`src/rtl/fp_mult_pipe.sv`:
```
// Three-stage pipelined floating-point multiplier: unpack/classify, significand product, normalise/round.
// Latency 3 cycles at 1 op/cycle; a stalled result freezes every stage, flush squashes all in-flight ops.
module fp_mult_pipe #(
    parameter int EXP_W = 8,
    parameter int MAN_W = 23,
    parameter int TAG_W = 4
) (
    input  logic                 clk,
    input  logic                 rst_n,
    input  logic                 flush,
    input  logic                 in_valid,
    output logic                 in_ready,
    input  logic [EXP_W+MAN_W:0] in_a,
    input  logic [EXP_W+MAN_W:0] in_b,
    input  logic [TAG_W-1:0]     in_tag,
    output logic                 out_valid,
    input  logic                 out_ready,
    output logic [EXP_W+MAN_W:0] out_result,
    output logic [TAG_W-1:0]     out_tag,
    output logic [3:0]           out_flags
);
    localparam int W    = 1 + EXP_W + MAN_W;
    localparam int BIAS = (2 ** (EXP_W - 1)) - 1;
    localparam int EW2  = EXP_W + 2;
    localparam int SW   = MAN_W + 1;
    localparam int PW   = 2 * SW;
    localparam int RW   = PW - 1 - MAN_W;
    localparam logic [EW2-1:0] EXP_MAX = EW2'((2 ** EXP_W) - 1);

    typedef enum logic [1:0] {K_NUM, K_NAN, K_INF, K_ZERO} kind_e;

    logic               s1_vld_q, s2_vld_q, s3_vld_q;
    logic [TAG_W-1:0]   s1_tag_q, s2_tag_q, s3_tag_q;
    logic               s1_sign_q, s2_sign_q;
    logic [EW2-1:0]     s1_exp_q, s2_exp_q;
    logic [MAN_W-1:0]   s1_fa_q, s1_fb_q;
    kind_e              s1_kind_q, s2_kind_q;
    logic [PW-1:0]      s2_prod_q;
    logic [W-1:0]       s3_res_q;
    logic [3:0]         s3_flags_q;

    logic adv;
    assign adv      = !s3_vld_q || out_ready;
    assign in_ready = adv;

    // S1: classify operands; specials are resolved here and bypass the arithmetic path
    logic [EXP_W-1:0] ea, eb;
    logic [MAN_W-1:0] fa, fb;
    logic             a_zero, b_zero, a_inf, b_inf, a_nan, b_nan;
    logic             s1_sign_d;
    logic [EW2-1:0]   s1_exp_d;
    kind_e            s1_kind_d;

    always_comb begin
        ea        = in_a[W-2 -: EXP_W];
        eb        = in_b[W-2 -: EXP_W];
        fa        = in_a[MAN_W-1:0];
        fb        = in_b[MAN_W-1:0];
        a_zero    = (ea == '0);
        b_zero    = (eb == '0);
        a_inf     = (&ea) && (fa == '0);
        b_inf     = (&eb) && (fb == '0);
        a_nan     = (&ea) && (fa != '0);
        b_nan     = (&eb) && (fb != '0);
        s1_sign_d = in_a[W-1] ^ in_b[W-1];
        s1_exp_d  = EW2'(ea) + EW2'(eb) - EW2'(BIAS);
        s1_kind_d = K_NUM;
        if (a_nan || b_nan || (a_inf && b_zero) || (b_inf && a_zero)) begin
            s1_kind_d = K_NAN;
        end else if (a_inf || b_inf) begin
            s1_kind_d = K_INF;
        end else if (a_zero || b_zero) begin
            s1_kind_d = K_ZERO;
        end
    end

    logic [PW-1:0] s2_prod_d;
    assign s2_prod_d = PW'({1'b1, s1_fa_q}) * PW'({1'b1, s1_fb_q});

    // S3: the product lies in [1,4); pick the window so the leading one sits just above the kept fraction
    logic [PW-1:0]    norm;
    logic [EW2-1:0]   exp_n, exp_r;
    logic [MAN_W-1:0] keep;
    logic [RW-1:0]    rem;
    logic             rnd_up, inexact, ovf, unf;
    logic [SW-1:0]    mant_r;
    logic [W-1:0]     s3_res_d;
    logic [3:0]       s3_flags_d;

    always_comb begin
        norm    = s2_prod_q[PW-1] ? s2_prod_q : {s2_prod_q[PW-2:0], 1'b0};
        exp_n   = s2_exp_q + EW2'(s2_prod_q[PW-1]);
        keep    = norm[PW-2 -: MAN_W];
        rem     = norm[RW-1:0];
        rnd_up  = rem[RW-1] && ((|rem[RW-2:0]) || keep[0]);
        inexact = |rem;
        mant_r  = {1'b0, keep} + SW'(rnd_up);
        exp_r   = exp_n + EW2'(mant_r[MAN_W]);
        unf     = exp_r[EW2-1] || (exp_r == '0);
        ovf     = !exp_r[EW2-1] && (exp_r >= EXP_MAX);

        s3_res_d   = {s2_sign_q, exp_r[EXP_W-1:0], mant_r[MAN_W-1:0]};
        s3_flags_d = {3'b000, inexact};
        case (s2_kind_q)
            K_NAN: begin
                s3_res_d   = {1'b0, {EXP_W{1'b1}}, 1'b1, {(MAN_W-1){1'b0}}};
                s3_flags_d = 4'b1000;
            end
            K_INF: begin
                s3_res_d   = {s2_sign_q, {EXP_W{1'b1}}, {MAN_W{1'b0}}};
                s3_flags_d = 4'b0000;
            end
            K_ZERO: begin
                s3_res_d   = {s2_sign_q, {(W-1){1'b0}}};
                s3_flags_d = 4'b0000;
            end
            default: begin
                if (ovf) begin
                    s3_res_d   = {s2_sign_q, {EXP_W{1'b1}}, {MAN_W{1'b0}}};
                    s3_flags_d = 4'b0101;
                end else if (unf) begin
                    s3_res_d   = {s2_sign_q, {(W-1){1'b0}}};
                    s3_flags_d = 4'b0011;
                end
            end
        endcase
    end

    always_ff @(posedge clk or negedge rst_n) begin
        if (!rst_n) begin
            s1_vld_q <= 1'b0;
            s2_vld_q <= 1'b0;
            s3_vld_q <= 1'b0;
        end else if (flush) begin
            s1_vld_q <= 1'b0;
            s2_vld_q <= 1'b0;
            s3_vld_q <= 1'b0;
        end else if (adv) begin
            s1_vld_q <= in_valid;
            s2_vld_q <= s1_vld_q;
            s3_vld_q <= s2_vld_q;
        end
    end

    // Payload only moves behind a valid bit, so the output fields hold their last result across bubbles
    always_ff @(posedge clk or negedge rst_n) begin
        if (!rst_n) begin
            s1_tag_q   <= '0;
            s1_sign_q  <= 1'b0;
            s1_exp_q   <= '0;
            s1_fa_q    <= '0;
            s1_fb_q    <= '0;
            s1_kind_q  <= K_NUM;
            s2_tag_q   <= '0;
            s2_sign_q  <= 1'b0;
            s2_exp_q   <= '0;
            s2_prod_q  <= '0;
            s2_kind_q  <= K_NUM;
            s3_tag_q   <= '0;
            s3_res_q   <= '0;
            s3_flags_q <= '0;
        end else if (adv && !flush) begin
            if (in_valid) begin
                s1_tag_q  <= in_tag;
                s1_sign_q <= s1_sign_d;
                s1_exp_q  <= s1_exp_d;
                s1_fa_q   <= fa;
                s1_fb_q   <= fb;
                s1_kind_q <= s1_kind_d;
            end
            if (s1_vld_q) begin
                s2_tag_q  <= s1_tag_q;
                s2_sign_q <= s1_sign_q;
                s2_exp_q  <= s1_exp_q;
                s2_prod_q <= s2_prod_d;
                s2_kind_q <= s1_kind_q;
            end
            if (s2_vld_q) begin
                s3_tag_q   <= s2_tag_q;
                s3_res_q   <= s3_res_d;
                s3_flags_q <= s3_flags_d;
            end
        end
    end

    assign out_valid  = s3_vld_q;
    assign out_result = s3_res_q;
    assign out_tag    = s3_tag_q;
    assign out_flags  = s3_flags_q;
endmodule

```
`config.mk`:
```
export PLATFORM = sky130hd
export DESIGN_NAME = fp_mult_pipe
export DESIGN_NICKNAME = d
export VERILOG_FILES = /design/src/rtl/fp_mult_pipe.sv
export SDC_FILE = /design/constraint.sdc
export NUM_CORES = 2
export LEC_CHECK = 0
export ABC_CLOCK_PERIOD_IN_PS = 8800
export CAP_MARGIN = 20
export CORE_UTILIZATION = 30
export DETAILED_ROUTE_END_ITERATION = 16
export DONT_BUFFER_PORTS = 1
export SYNTH_ARGS = -nofsm -noshare
export SYNTH_HDL_FRONTEND = slang
export SYNTH_SLANG_ARGS = --single-unit
```
`constraint.sdc`:
```
create_clock -name clk -period 8.8 [get_ports clk]
set_input_delay 1.32 -clock clk [delete_from_list [all_inputs] [get_ports clk]]
set_output_delay 1.32 -clock clk [all_outputs]
set_load 0.02 [all_outputs]
```
==> results.cfg <==
[detailed_routing]
route.detailed.vias_per_inst = 4.88
post_drt_wl_per_cell_um = 18.6
antenna_violating_nets_post_route = 0
dr.pass1.iters = 11
wl_um = 77200
drt_iter0_drc = 1488
post-route-drc-count = 3
detailroute.via_count = 20233

[synthesis]
post_synth_inst_count = 3045
synth_async_sr_flop_share = 1.00
post-synth-top-area-fraction = 0.359
synth.ff_latch_count = 171
synth.top_cells.by_area = sky130_fd_sc_hd__fa_1 (36%), sky130_fd_sc_hd__dfrtp_1 (16%), sky130_fd_sc_hd__ha_1 (9.0%)
yosys.cell_types.count = 78
sequential_to_total_area_share_from_yosys_stat = 0.158
synthesis.yosys.warnings = 0
synth_area_sq_um = 27000
dominantRegCellSynth = sky130_fd_sc_hd__dfrtp_1
synth_area_per_cell_sq_um = 8.87
synth_net_count = 3797
synth_enable_flop_cells = 0
netlist.top_cell.by_area = sky130_fd_sc_hd__fa_1

[finish]
layout-drive-gt1-share = 0.0376
final_nets = 3715
post-route-util = 0.326
area_growth_syn_to_layout_pct = 7.18

[global_routing]
global_route.usage.total = 0.175
initial_antenna_violation_count = 5
grt_pass1_vias = 21320
largest_net_degree_at_the_start_of_global_routing = 172
grt_overflow_total = 0
wire_length_of_the_first_global_routing_pass_um = 122000

[min_path]
endpoint_worst_hold = s2_exp_q[7]$_DFFE_PN0P_
hold_path.startpoint = s1_exp_q[7]$_DFFE_PN0P_
min_path_cells = 2
holdCritPathClass = reg2reg

[clocking]
cts_resized = 0
root_buffer = sky130_fd_sc_hd__clkbuf_16
cts.hold.buffers_added = 0
post-cts-setup-buffer-count = 0
cts_num_sinks = 171
worst_setup_hold_path_clk_slew_ps = 70
clk-insertion-delay-late_ps = 500
tritoncts.num_buffers = 17
h_tree_lvl_count = 4
cts_tree = built
clk_path_buf_depth = 2

[sta]
worst_hold_slack_ps = 468
final_critical_path_setup_slack_ps = 427
rsz_0062_raised_after_global_routing = no
timing.slew.headroom = 0.297
worst_clock_skew_ps = 19.9
slew_viol_final = 0
worst_pin_slew_ps = 1050
finalHoldViolCount = 0
maxClockFrequency_mhz = 119
final_report_setup_violation_count = 0
final.period_utilization = 0.951
finalSetupTns_ps = 0
shortest_period_the_worst_path_allows_ps = 8370

[die]
start_util = 0.304
die_h_um = 302
placement_rows = 109
die-area_sq_um = 91200
coreArea_sq_um = 88800
dieWidth_um = 302
ios = 115

[setup_path]
required_ps = 9160
end_kind = register
critical_path.reg2reg.endpoint = s2_prod_q[39]$_DFFE_PN0P_
critical-path-top-cell-by-count = sky130_fd_sc_hd__fa_1
setup.reg_to_reg.worst_slack_ps = 430
worst_path_largest_cell_delay_ps = 840
worst_path_max_delay_cell = sky130_fd_sc_hd__dfrtp_1
worst_path_max_fanout = 17
crit_start_category = register
crit_chain = clkinv_1 > fa_1 > inv_1 > fa_1 > inv_1 > fa_1 > fa_1 > inv_1 > fa_1 > fa_1 > inv_1 > fa_1 > inv_1 > ha_1 > a21oi_1 > o21ai_1 > nor2_1 > nand4_1 > a31oi_1 > o31a_1 > o21a_1 > o221ai_1
worst-setup-path-type = reg2reg
critPathArrivalTime_ps = 8730
timing.rr.start = s1_fb_q[0]$_DFFE_PN0P_
worstRegToRegCells = 22

[placed_design]
preCtsSetupSlack_ps = 563
dp_hpwl_um = 61300
final_gp_congestion = 0.885
numPortBuffers = 0

[outcome]
outcome = complete, but fails checks
failed_checks = DRC

[run]
drv.max_cap_violation_count = 0
## cell families (layout without fill, tap and decap cells)
group                      Yosys count  in the layout  share of synthesized area
and+or+nand+nor                   1050           1050                      0.183
xor gates and xnor gates            69             69                     0.0224
muxes                               28             28                     0.0109
adders and majority gates          679            679                      0.449
other                                0              5                          0
AOI/OAI and AO/OA                  293            293                     0.0692
buffers and inverters              755            686                      0.107
DFF                                171            171                      0.158
## through the flow
| step | area (sq um) | instances |
|---|---|---|
| 6_report | 29000 | 4146 |
| 3_5_place_dp | 28200 | 4104 |
| 3_3_place_gp | 28200 | 4104 |
| 4_1_cts | 28800 | 4136 |
| 2_1_floorplan | 27000 | 3045 |
| 5_1_grt | 28900 | 4141 |
## how the worst max path moves through the flow
stage                                           end  depth (start not counted)               startpoint  slack [ps]
after floorplan           s2_prod_q[44]$_DFFE_PN0P_                         23  s1_fa_q[10]$_DFFE_PN0P_        2210
after global placement    s2_prod_q[39]$_DFFE_PN0P_                         22   s1_fb_q[0]$_DFFE_PN0P_         560
after detailed placement  s2_prod_q[39]$_DFFE_PN0P_                         22   s1_fb_q[0]$_DFFE_PN0P_         560
after CTS                 s2_prod_q[39]$_DFFE_PN0P_                         22   s1_fb_q[0]$_DFFE_PN0P_         510
after global routing      s2_prod_q[39]$_DFFE_PN0P_                         22   s1_fb_q[0]$_DFFE_PN0P_         160
final                     s2_prod_q[39]$_DFFE_PN0P_                         22   s1_fb_q[0]$_DFFE_PN0P_         430
## routing by layer
metal	global-route usage	share of wire
met5	0	0
met2	0.290	0.47
met3	0.0275	0.074
met1	0.234	0.43
met4	0.0556	0.026
## worst max-delay path, delay by kind of cell, from the launching register on
kind | cells | cell delay, ps
adder cells (fa/ha/maj) | 8 | 4090
AND/OR/NAND/NOR | 2 | 590
AO/OA/AOI/OAI | 6 | 1720
flip-flops | 1 | 840
buffers and inverters | 6 | 990
## flip-flops by register name (all words and copies together) (netlist names), 2 cells and up
name,flops
out_flags,4
out_result,32
out_tag,4
s1_exp_q,10
s1_fa_q,23
s1_fb_q,23
s1_kind_q,2
s1_tag_q,4
s2_exp_q,10
s2_kind_q,2
s2_prod_q,48
s2_tag_q,4
## synth_stat cells (7+ instances only)
master	count
sky130_fd_sc_hd__inv_1	601
sky130_fd_sc_hd__o211ai_1	8
sky130_fd_sc_hd__xor2_1	32
sky130_fd_sc_hd__nor3_1	18
sky130_fd_sc_hd__ha_1	195
sky130_fd_sc_hd__nor2b_1	9
sky130_fd_sc_hd__clkbuf_1	129
sky130_fd_sc_hd__nand4_1	27
sky130_fd_sc_hd__o21ai_1	10
sky130_fd_sc_hd__mux2i_1	17
sky130_fd_sc_hd__nor4_1	21
sky130_fd_sc_hd__o21ai_0	85
sky130_fd_sc_hd__nand3_1	36
sky130_fd_sc_hd__a211oi_1	8
sky130_fd_sc_hd__a22o_1	19
sky130_fd_sc_hd__o21bai_1	11
sky130_fd_sc_hd__fa_1	484
sky130_fd_sc_hd__nand2_1	579
sky130_fd_sc_hd__o2111ai_1	7
sky130_fd_sc_hd__nor2_1	66
sky130_fd_sc_hd__a21oi_1	68
sky130_fd_sc_hd__and3_1	14
sky130_fd_sc_hd__a21o_1	18
sky130_fd_sc_hd__a22oi_1	9
sky130_fd_sc_hd__and2_1	247
sky130_fd_sc_hd__dfrtp_1	171
sky130_fd_sc_hd__mux2_2	11
sky130_fd_sc_hd__a31oi_1	11
sky130_fd_sc_hd__xnor2_1	37
## layout by cell type, fill, tap and decap left out, types with 11 or more instances in the layout
cell type / netlist / final
sky130_fd_sc_hd__o21bai_1: 11 / 11
sky130_fd_sc_hd__nand3_1: 36 / 36
sky130_fd_sc_hd__nor2_1: 66 / 66
sky130_fd_sc_hd__fa_1: 484 / 484
sky130_fd_sc_hd__nand2_1: 579 / 578
sky130_fd_sc_hd__xor2_1: 32 / 32
sky130_fd_sc_hd__a31oi_1: 11 / 11
sky130_fd_sc_hd__ha_1: 195 / 195
sky130_fd_sc_hd__inv_1: 601 / 601
sky130_fd_sc_hd__nor3_1: 18 / 18
sky130_fd_sc_hd__mux2i_1: 17 / 17
sky130_fd_sc_hd__xnor2_1: 37 / 37
sky130_fd_sc_hd__a21oi_1: 68 / 68
sky130_fd_sc_hd__o21ai_0: 85 / 85
sky130_fd_sc_hd__a21o_1: 18 / 18
sky130_fd_sc_hd__clkbuf_16: 0 / 17
sky130_fd_sc_hd__and3_1: 14 / 14
sky130_fd_sc_hd__nand4_1: 27 / 27
sky130_fd_sc_hd__and2_1: 247 / 246
sky130_fd_sc_hd__dfrtp_1: 171 / 170
sky130_fd_sc_hd__buf_4: 6 / 43
sky130_fd_sc_hd__a22o_1: 19 / 19
sky130_fd_sc_hd__mux2_2: 11 / 11
sky130_fd_sc_hd__nor4_1: 21 / 21
## cell type report
cell class | instances | area [sq um]
fillers | 9210 | 59800
inverters | 606 | 2270
diodes | 5 | 12.5
flip-flops and latches | 171 | 4280
clock buffers | 18 | 439
repair buffers | 48 | 460
clock inverters | 14 | 179
well taps | 1165 | 1460
multi-input cells | 2119 | 19800
Power is not shown: default switching activity piles up to over one toggle a cycle in this logic, so the estimate is an artifact.
